### src/rtl/keyinput_loader64_if.sv
// Serial key-load bus between the key source and the loader, plus the loaded-key outputs.
// The master drives the frame controls; the slave drives the key and status flags.
interface keyinput_loader64_if #(
    parameter int KEY_W = 64
);
    logic             key_start_i;
    logic             key_sv_i;
    logic             key_sdi_i;
    logic [KEY_W-1:0] keyinput_o;
    logic             key_valid_o;
    logic             key_busy_o;
    logic             key_err_o;
    logic             key_lockout_o;

    modport master (
        output key_start_i, key_sv_i, key_sdi_i,
        input  keyinput_o, key_valid_o, key_busy_o, key_err_o, key_lockout_o
    );

    modport slave (
        input  key_start_i, key_sv_i, key_sdi_i,
        output keyinput_o, key_valid_o, key_busy_o, key_err_o, key_lockout_o
    );
endinterface

### src/rtl/keyinput_loader64.sv
// Serial CRC-8 checked key loader for a logic-locked netlist, with permanent lockout after repeated bad frames.
// Latency: key visible the cycle after the single CHECK cycle that follows the last check bit.
// No backpressure: the source paces bits with key_sv_i, and idle cycles in SHIFT simply hold.
module keyinput_loader64 #(
    parameter int KEY_W    = 64,
    parameter int MAX_FAIL = 3
) (
    input  logic                 clk_i,
    input  logic                 rst_ni,
    keyinput_loader64_if.slave   bus
);
    localparam int CNT_W  = $clog2(KEY_W + 8);
    localparam int FAIL_W = $clog2(MAX_FAIL + 1);
    localparam logic [CNT_W-1:0]  LAST_BIT  = CNT_W'(KEY_W + 7);
    localparam logic [CNT_W-1:0]  KEY_BITS  = CNT_W'(KEY_W);
    localparam logic [FAIL_W-1:0] LAST_FAIL = FAIL_W'(MAX_FAIL - 1);

    typedef enum logic [2:0] {IDLE, SHIFT, CHECK, LOADED, LOCKOUT} state_t;

    state_t             state, state_nxt;
    logic [CNT_W-1:0]   bit_cnt;
    logic [KEY_W-1:0]   shift_sr;
    logic [7:0]         chk_sr;
    logic [7:0]         crc;
    logic [7:0]         crc_nxt;
    logic [FAIL_W-1:0]  fail_cnt;
    logic [KEY_W-1:0]   key_q;
    logic               valid_q;
    logic               err_q;
    logic               clr_frame, shift_en, load_key, frame_bad;
    logic               crc_fb;

    assign crc_fb  = crc[7] ^ bus.key_sdi_i;
    assign crc_nxt = {crc[6:0], 1'b0} ^ (crc_fb ? 8'h07 : 8'h00);

    always_ff @(posedge clk_i or negedge rst_ni) begin
        if (!rst_ni) state <= IDLE;
        else         state <= state_nxt;
    end

    always_comb begin
        state_nxt = state;
        clr_frame = 1'b0;
        shift_en  = 1'b0;
        load_key  = 1'b0;
        frame_bad = 1'b0;
        case (state)
            IDLE, LOADED: begin
                if (bus.key_start_i) begin
                    state_nxt = SHIFT;
                    clr_frame = 1'b1;
                end
            end
            SHIFT: begin
                // A start mid-frame wins over any bit presented in the same cycle.
                if (bus.key_start_i) begin
                    clr_frame = 1'b1;
                end else if (bus.key_sv_i) begin
                    shift_en = 1'b1;
                    if (bit_cnt == LAST_BIT) state_nxt = CHECK;
                end
            end
            CHECK: begin
                if (chk_sr == crc) begin
                    load_key  = 1'b1;
                    state_nxt = LOADED;
                end else begin
                    frame_bad = 1'b1;
                    state_nxt = (fail_cnt == LAST_FAIL) ? LOCKOUT : IDLE;
                end
            end
            LOCKOUT: state_nxt = LOCKOUT;
            default: state_nxt = IDLE;
        endcase
    end

    always_ff @(posedge clk_i or negedge rst_ni) begin
        if (!rst_ni) begin
            bit_cnt  <= '0;
            shift_sr <= '0;
            chk_sr   <= '0;
            crc      <= '0;
            fail_cnt <= '0;
            key_q    <= '0;
            valid_q  <= 1'b0;
            err_q    <= 1'b0;
        end else begin
            err_q <= frame_bad;
            if (clr_frame) begin
                bit_cnt  <= '0;
                shift_sr <= '0;
                chk_sr   <= '0;
                crc      <= '0;
                key_q    <= '0;
                valid_q  <= 1'b0;
            end
            if (shift_en) begin
                bit_cnt <= bit_cnt + CNT_W'(1);
                if (bit_cnt < KEY_BITS) begin
                    shift_sr <= {bus.key_sdi_i, shift_sr[KEY_W-1:1]};
                    crc      <= crc_nxt;
                end else begin
                    chk_sr <= {bus.key_sdi_i, chk_sr[7:1]};
                end
            end
            if (load_key) begin
                key_q    <= shift_sr;
                valid_q  <= 1'b1;
                fail_cnt <= '0;
            end
            if (frame_bad) fail_cnt <= fail_cnt + FAIL_W'(1);
        end
    end

    assign bus.keyinput_o    = key_q;
    assign bus.key_valid_o   = valid_q;
    assign bus.key_err_o     = err_q;
    assign bus.key_busy_o    = (state == SHIFT) || (state == CHECK);
    assign bus.key_lockout_o = (state == LOCKOUT);
endmodule

### src/flat_wrapper.sv
// flat-port wrapper written by rule: the top's interface ports become plain ports
module keyinput_loader64_flat 
#(
    parameter int KEY_W    = 64,
    parameter int MAX_FAIL = 3
)
  (clk_i, rst_ni, bus_key_start_i, bus_key_sv_i, bus_key_sdi_i, bus_keyinput_o, bus_key_valid_o, bus_key_busy_o, bus_key_err_o, bus_key_lockout_o);
  keyinput_loader64_if #(.KEY_W(KEY_W)) bus_i ();
  input  logic clk_i;
  input  logic rst_ni;
  input wire logic [$bits(bus_i.key_start_i)-1:0] bus_key_start_i;
  input wire logic [$bits(bus_i.key_sv_i)-1:0] bus_key_sv_i;
  input wire logic [$bits(bus_i.key_sdi_i)-1:0] bus_key_sdi_i;
  output wire logic [$bits(bus_i.keyinput_o)-1:0] bus_keyinput_o;
  output wire logic [$bits(bus_i.key_valid_o)-1:0] bus_key_valid_o;
  output wire logic [$bits(bus_i.key_busy_o)-1:0] bus_key_busy_o;
  output wire logic [$bits(bus_i.key_err_o)-1:0] bus_key_err_o;
  output wire logic [$bits(bus_i.key_lockout_o)-1:0] bus_key_lockout_o;
  assign bus_i.key_start_i = bus_key_start_i;
  assign bus_i.key_sv_i = bus_key_sv_i;
  assign bus_i.key_sdi_i = bus_key_sdi_i;
  assign bus_keyinput_o = bus_i.keyinput_o;
  assign bus_key_valid_o = bus_i.key_valid_o;
  assign bus_key_busy_o = bus_i.key_busy_o;
  assign bus_key_err_o = bus_i.key_err_o;
  assign bus_key_lockout_o = bus_i.key_lockout_o;
  keyinput_loader64 #(.KEY_W(KEY_W), .MAX_FAIL(MAX_FAIL)) u_core (.clk_i(clk_i), .rst_ni(rst_ni), .bus(bus_i));
endmodule
### config.mk
export PLATFORM = sky130hd
export DESIGN_NAME = keyinput_loader64_flat
export DESIGN_NICKNAME = d
export VERILOG_FILES = /design/src/rtl/keyinput_loader64_if.sv /design/src/rtl/keyinput_loader64.sv /design/src/flat_wrapper.sv
export SDC_FILE = /design/constraint.sdc
export NUM_CORES = 1
export LEC_CHECK = 0
export ABC_AREA = 1
export CAP_MARGIN = 20
export CORE_UTILIZATION = 56
export CTS_CLUSTER_SIZE = 40
export DETAILED_ROUTE_END_ITERATION = 6
export PLACE_DENSITY = 0.86
export SKIP_LAST_GASP = 1
export SLEW_MARGIN = 5
export SYNTH_ARGS = -nofsm -noshare
export SYNTH_HDL_FRONTEND = slang
export SYNTH_SLANG_ARGS = --single-unit
### constraint.sdc
create_clock -name clk_i -period 2 [get_ports clk_i]
set_input_delay 0.6 -clock clk_i [delete_from_list [all_inputs] [get_ports clk_i]]
set_output_delay 0.6 -clock clk_i [all_outputs]
set_load 0.02 [all_outputs]
# == Word-level counts from Yosys, hierarchy flattened ==
# Index checks and enable logic that the tools add are counted.
# totals
mem_count,0
latchBits,0
regBits,158
output_inout_bits,68
rom_bits,0
ram_bits,0
# op_classes
bitwise_logic,2
n_lt_le_gt_ge,1
n_mul,0
addsub,2
n_reduce_logical,8
eq_ne,11
div,0
shifts,0
mux,34
# ops
op,n
64-bit 2-to-1 mux,5
8-bit 2-to-1 mux,6
3-bit 2-to-1 mux,7
7-bit 2-to-1 mux,2
3-bit one-hot mux with 4 select lines,1
1-bit 2-to-1 mux,11
8-bit equality test,1
8-bit XOR,1
"7-bit by 1-bit adder with 7-bit output, second input constant",1
"7-bit equality test, second input constant",1
"7-bit less-than comparator, second input constant",1
"3-bit by 2-bit equality test with 1-bit output, second input constant",2
"2-bit inequality test, second input constant",3
2-bit nonzero test,3
2-bit 2-to-1 mux,2
4-bit AND reduction,1
"3-bit by 1-bit equality test with 1-bit output, second input constant",1
"3-bit equality test, second input constant",1
3-bit logical NOT,1
3-bit OR reduction,1
"2-bit by 1-bit adder with 2-bit output, second input constant",1
"2-bit equality test, second input constant",1
"2-bit by 1-bit inequality test with 1-bit output, second input constant",1
2-bit OR reduction,1
other kinds (2),2

# == Logic depth before layout (Yosys ltp) ==
# depth
word_depth,6
mapped_depth,11
mapped_depth_nobuf,10

# == Least setup slack after synthesis ==
# OpenSTA, ideal clock, no wires.
# synth_path
path_kind,register -> output
start,reg u_core.state[1]
end,out bus_key_busy_o
path_stages_with_launch,8
n_path_buf,1
slack_ns,0.269
arrival_time_ns,1.131
required_time_ns,1.400
cell_sequence,dfrtp_1 inv_1 nor2_1 inv_2 nor2_2 buf_2 inv_1 nand2_1
# synth_between
elab_chain_cells,2
# synth_rtl
element,line,text
start: declaration,keyinput_loader64.sv:20,"state_t state, state_nxt;"
start signal: assignment,keyinput_loader64.sv:38,else state <= state_nxt;
3-bit by 1-bit equality test with 1-bit output or 3-bit by 2-bit equality test with 1-bit output (tied branches),keyinput_loader64.sv:118,assign bus.key_busy_o = (state == SHIFT) || (state == CHECK);
1-bit logical OR *,keyinput_loader64.sv:118,
end: declaration,flat_wrapper.sv:16,output wire logic [$bits(bus_i.key_busy_o)-1:0] bus_key_busy_o;
# Mark *: on every way between the ends. The rest lies on a longest branch, timed or not.

# == Worst setup path in the final report ==
# Ends and elaborated chain as after synthesis.

==> flow_metrics.py <==
metrics = {
    "run": {
        "maxCapViolations": 0,
    },
    "routing": {
        "wl_microns": 15470,
        "drc": 12,
        "vias": 5475,
        "wl_per_cell_microns": 16.25,
        "dr.pass1.iters": 7,
        "via_per_inst": 5.751,
        "drtIter0Drc": 449,
        "final_antenna_net_count": 0,
    },
    "outcome": {
        "violations": "design-rule violations, negative setup slack",
        "status": "finished with violations",
    },
    "sta": {
        "timing.final.ws_setup_ps": -22.77,
        "slew-limit-headroom_pct": 57.34,
        "period_share_pct": 101.1,
        "min_period_ps": 2023,
        "fin_tns_setup_ps": -22.77,
        "worstMarginPinSlew_ps": 639.0,
        "setup_viol": 1,
        "max_freq_mhz": 494.4,
        "fin_worst_skew_ps": 6.064,
        "hold_viol": 0,
        "finalMaxSlewViolations": 0,
        "rsz0062_at_grt": "yes",
    },
    "worst_setup_path": {
        "critPathMaxFanout": 2,
        "end_kind": "output port",
        "r2r-start": "u_core.state[1]$_DFFE_PN0P_",
        "crit_start": "u_core.state[1]$_DFFE_PN0P_",
        "path_class": "reg -> out",
        "cp-start-kind": "register",
        "cp.required_ps": 1400,
        "critical_path_arrival_ps": 1420,
    },
    "synth": {
        "synthDominantCellAreaShare_pct": 59.24,
        "synthMostInstantiatedCell": "nand3_1",
        "synth_area_leaders": "dfrtp_1 (59%), nand3_1 (13%), nand2_1 (8.3%)",
        "synth_cell_types": 25,
        "syn_avg_cell_area_sq_um": 9.308,
        "yosys_warnings": 0,
        "synth_common_cells": "nand3_1 (171), dfrtp_1 (158), nand2_1 (148)",
        "ys_seq_area_share_pct": 59.24,
        "synth_ff_type": "dfrtp_1",
        "synth_top_area_cell": "dfrtp_1",
        "synth_edf_count": 0,
        "synthArstFlopShare_pct": 100.0,
        "syn_nets": 724,
        "synth_area_sq_um": 6674,
        "syn_inst": 717,
        "ys_ff_latch": 158,
    },
    "cts": {
        "cts_buffers": 17,
        "cts_tree": "done",
        "cts-root-buf": "clkbuf_16",
        "path_clk_slew_ps": 60,
        "numClockSinks": 158,
        "htreeDepth": 4,
        "hold_buffers": 0,
        "clock_latency_ps": 420,
        "clockBufferDepth": 2,
    },
    "global_route": {
        "grt_overflow_total": 0,
        "antenna_found_initial": 0,
        "grt_first_pass_wirelength_microns": 26140,
        "grt_max_degree": 68,
        "grt_usage_pct": 26.60,
        "grt_pass1_vias": 5511,
    },
    "min_path": {
        "hold_path.class": "in -> async",
    },
    "cells_and_area": {
        "areaGrowthSynthToFinish_pct": 27.93,
        "utilization_pct": 74.14,
        "diodes": 0,
        "layout.nets": 803,
        "drive_gt1_share_pct": 11.00,
        "num-fill-cells": 742,
    },
    "placement": {
        "place_congestion": 0.7894,
        "port_buffers": 72,
        "hpwl_microns": 9460,
    },
    "power_and_ir_drop": {
        "p_leak_nw": 4.968,
        "ir_worst_vdd_v": 0.0008901,
        "p_per_area_nw_per_um2": 1059,
    },
    "floorplan": {
        "die_area_sq_um": 12360,
        "die_h_microns": 111.2,
        "core_area_sq_um": 11520,
        "die_x_microns": 111.2,
        "pin_count": 73,
        "start_util_pct": 57.95,
        "fp-row-count": 39,
    },
}
## what timing repair did
item | CTS | global route
endpoints found under the setup margin | 78 | 45
pin swaps | 0 | 2
buffers inserted | 0 | 3
resized for setup | 26 | 50
## critical path, cell delays in order (launching register included)
cell	delay [ps]
dfrtp_1	360
inv_1	60
nor2_2	150
inv_2	70
nor2_4	130
inv_2	50
nand2_2	60
buf_6	110
## cell type report
type                       count  area, sq um  area share, %
clock buffer                  20        456.7          5.349
clock inverter                12        190.2          2.227
inverter                      60        225.2          2.638
multi-input combinational    448         2223          26.04
sequential                   158         3954          46.31
tap                          143        178.9          2.096
timing repair buffer         111         1310          15.34
## cell families after synthesis
family                     share of synthesized area (%)
xor gates and xnor gates                           1.181
DFF                                                59.24
AOI/OAI and AO/OA                                  8.230
and+or+nand+nor                                    23.08
buffers and inverters                              7.893
adders and majority gates                         0.3749
## worst paths after layout
path | endpoint | slack [ps] | cells after the start
hold reg to reg | u_core.bus.keyinput_o[32]$_DFFE_PN0P_ | 490 | 2
setup reg to reg | u_core.bus.keyinput_o[27]$_DFFE_PN0P_ | 60 | 9
max in group asynchronous | u_core.bus.keyinput_o[12]$_DFFE_PN0P_ | 1330 | 2
min in group clk_i | u_core.bus.keyinput_o[32]$_DFFE_PN0P_ | 490 | 2
setup / recovery | bus_key_busy_o | -20 | 7
hold / removal | u_core.bus.key_valid_o$_DFFE_PN0P_ | 60 | 1
## routing by layer
metal | global-route usage, % | vias up | part of all wire, %
met5 | 0 | - | 0
met4 | 13.24 | 0 | 2.9
met3 | 5.303 | 42 | 4.6
met2 | 43.42 | 186 | 50
met1 | 34.02 | 2697 | 42
li1 | - | 2550 | -
## stage by stage
| step | instance area, sq um | setup WS, ps | hold WS [ps] | power (mW) | std cells |
|---|---|---|---|---|---|
| global placement | 7761 | -56.73 | 462.0 | 5.387 | 917 |
| global route | 8538 | -85.15 | 72.83 | 9.388 | 952 |
| detailed placement | 7761 | -122.9 | 485.4 | 5.469 | 917 |
| CTS | 8388 | -5.960 | 57.19 | 8.990 | 949 |
| floorplan | 6674 | 268.7 | 304.4 | 4.722 | 717 |
| finish | 8538 | -22.77 | 58.68 | 9.041 | 952 |
## flip-flops by register name (all words and copies together), names as in the netlist
name,cells
u_core.bit_cnt,7
u_core.shift_sr,64
u_core.crc,8
u_core.fail_cnt,2
u_core.bus.key_valid_o,1
u_core.chk_sr,8
u_core.state,3
u_core.bus.keyinput_o,64
u_core.bus.key_err_o,1
## report_power, final
group | switching (mW) | internal, mW | total [mW] | leakage, nW
combinational | 1.45 | 0.701 | 2.16 | 2.45
sequential | 0.0712 | 3.29 | 3.36 | 2.20
clock | 1.26 | 2.27 | 3.53 | 0.316
## layout by cell type (no fill, tap or decap), drive strengths merged
cell / instances
xor2: 3
clkinv: 5
dfrtp: 158
clkbuf: 20
nor3: 2
nand4: 1
o22ai: 2
dlygate4sd2: 15
nand3: 172
a21oi: 9
ha: 2
a22o: 1
nand2: 149
bufinv: 5
clkinvlp: 2
o31ai: 33
inv: 60
clkdlybuf4s50: 11
o21ai: 47
dlymetal6s2s: 43
nor2: 21
buf: 42
xnor2: 6
Power figures use the tool's default switching activity.
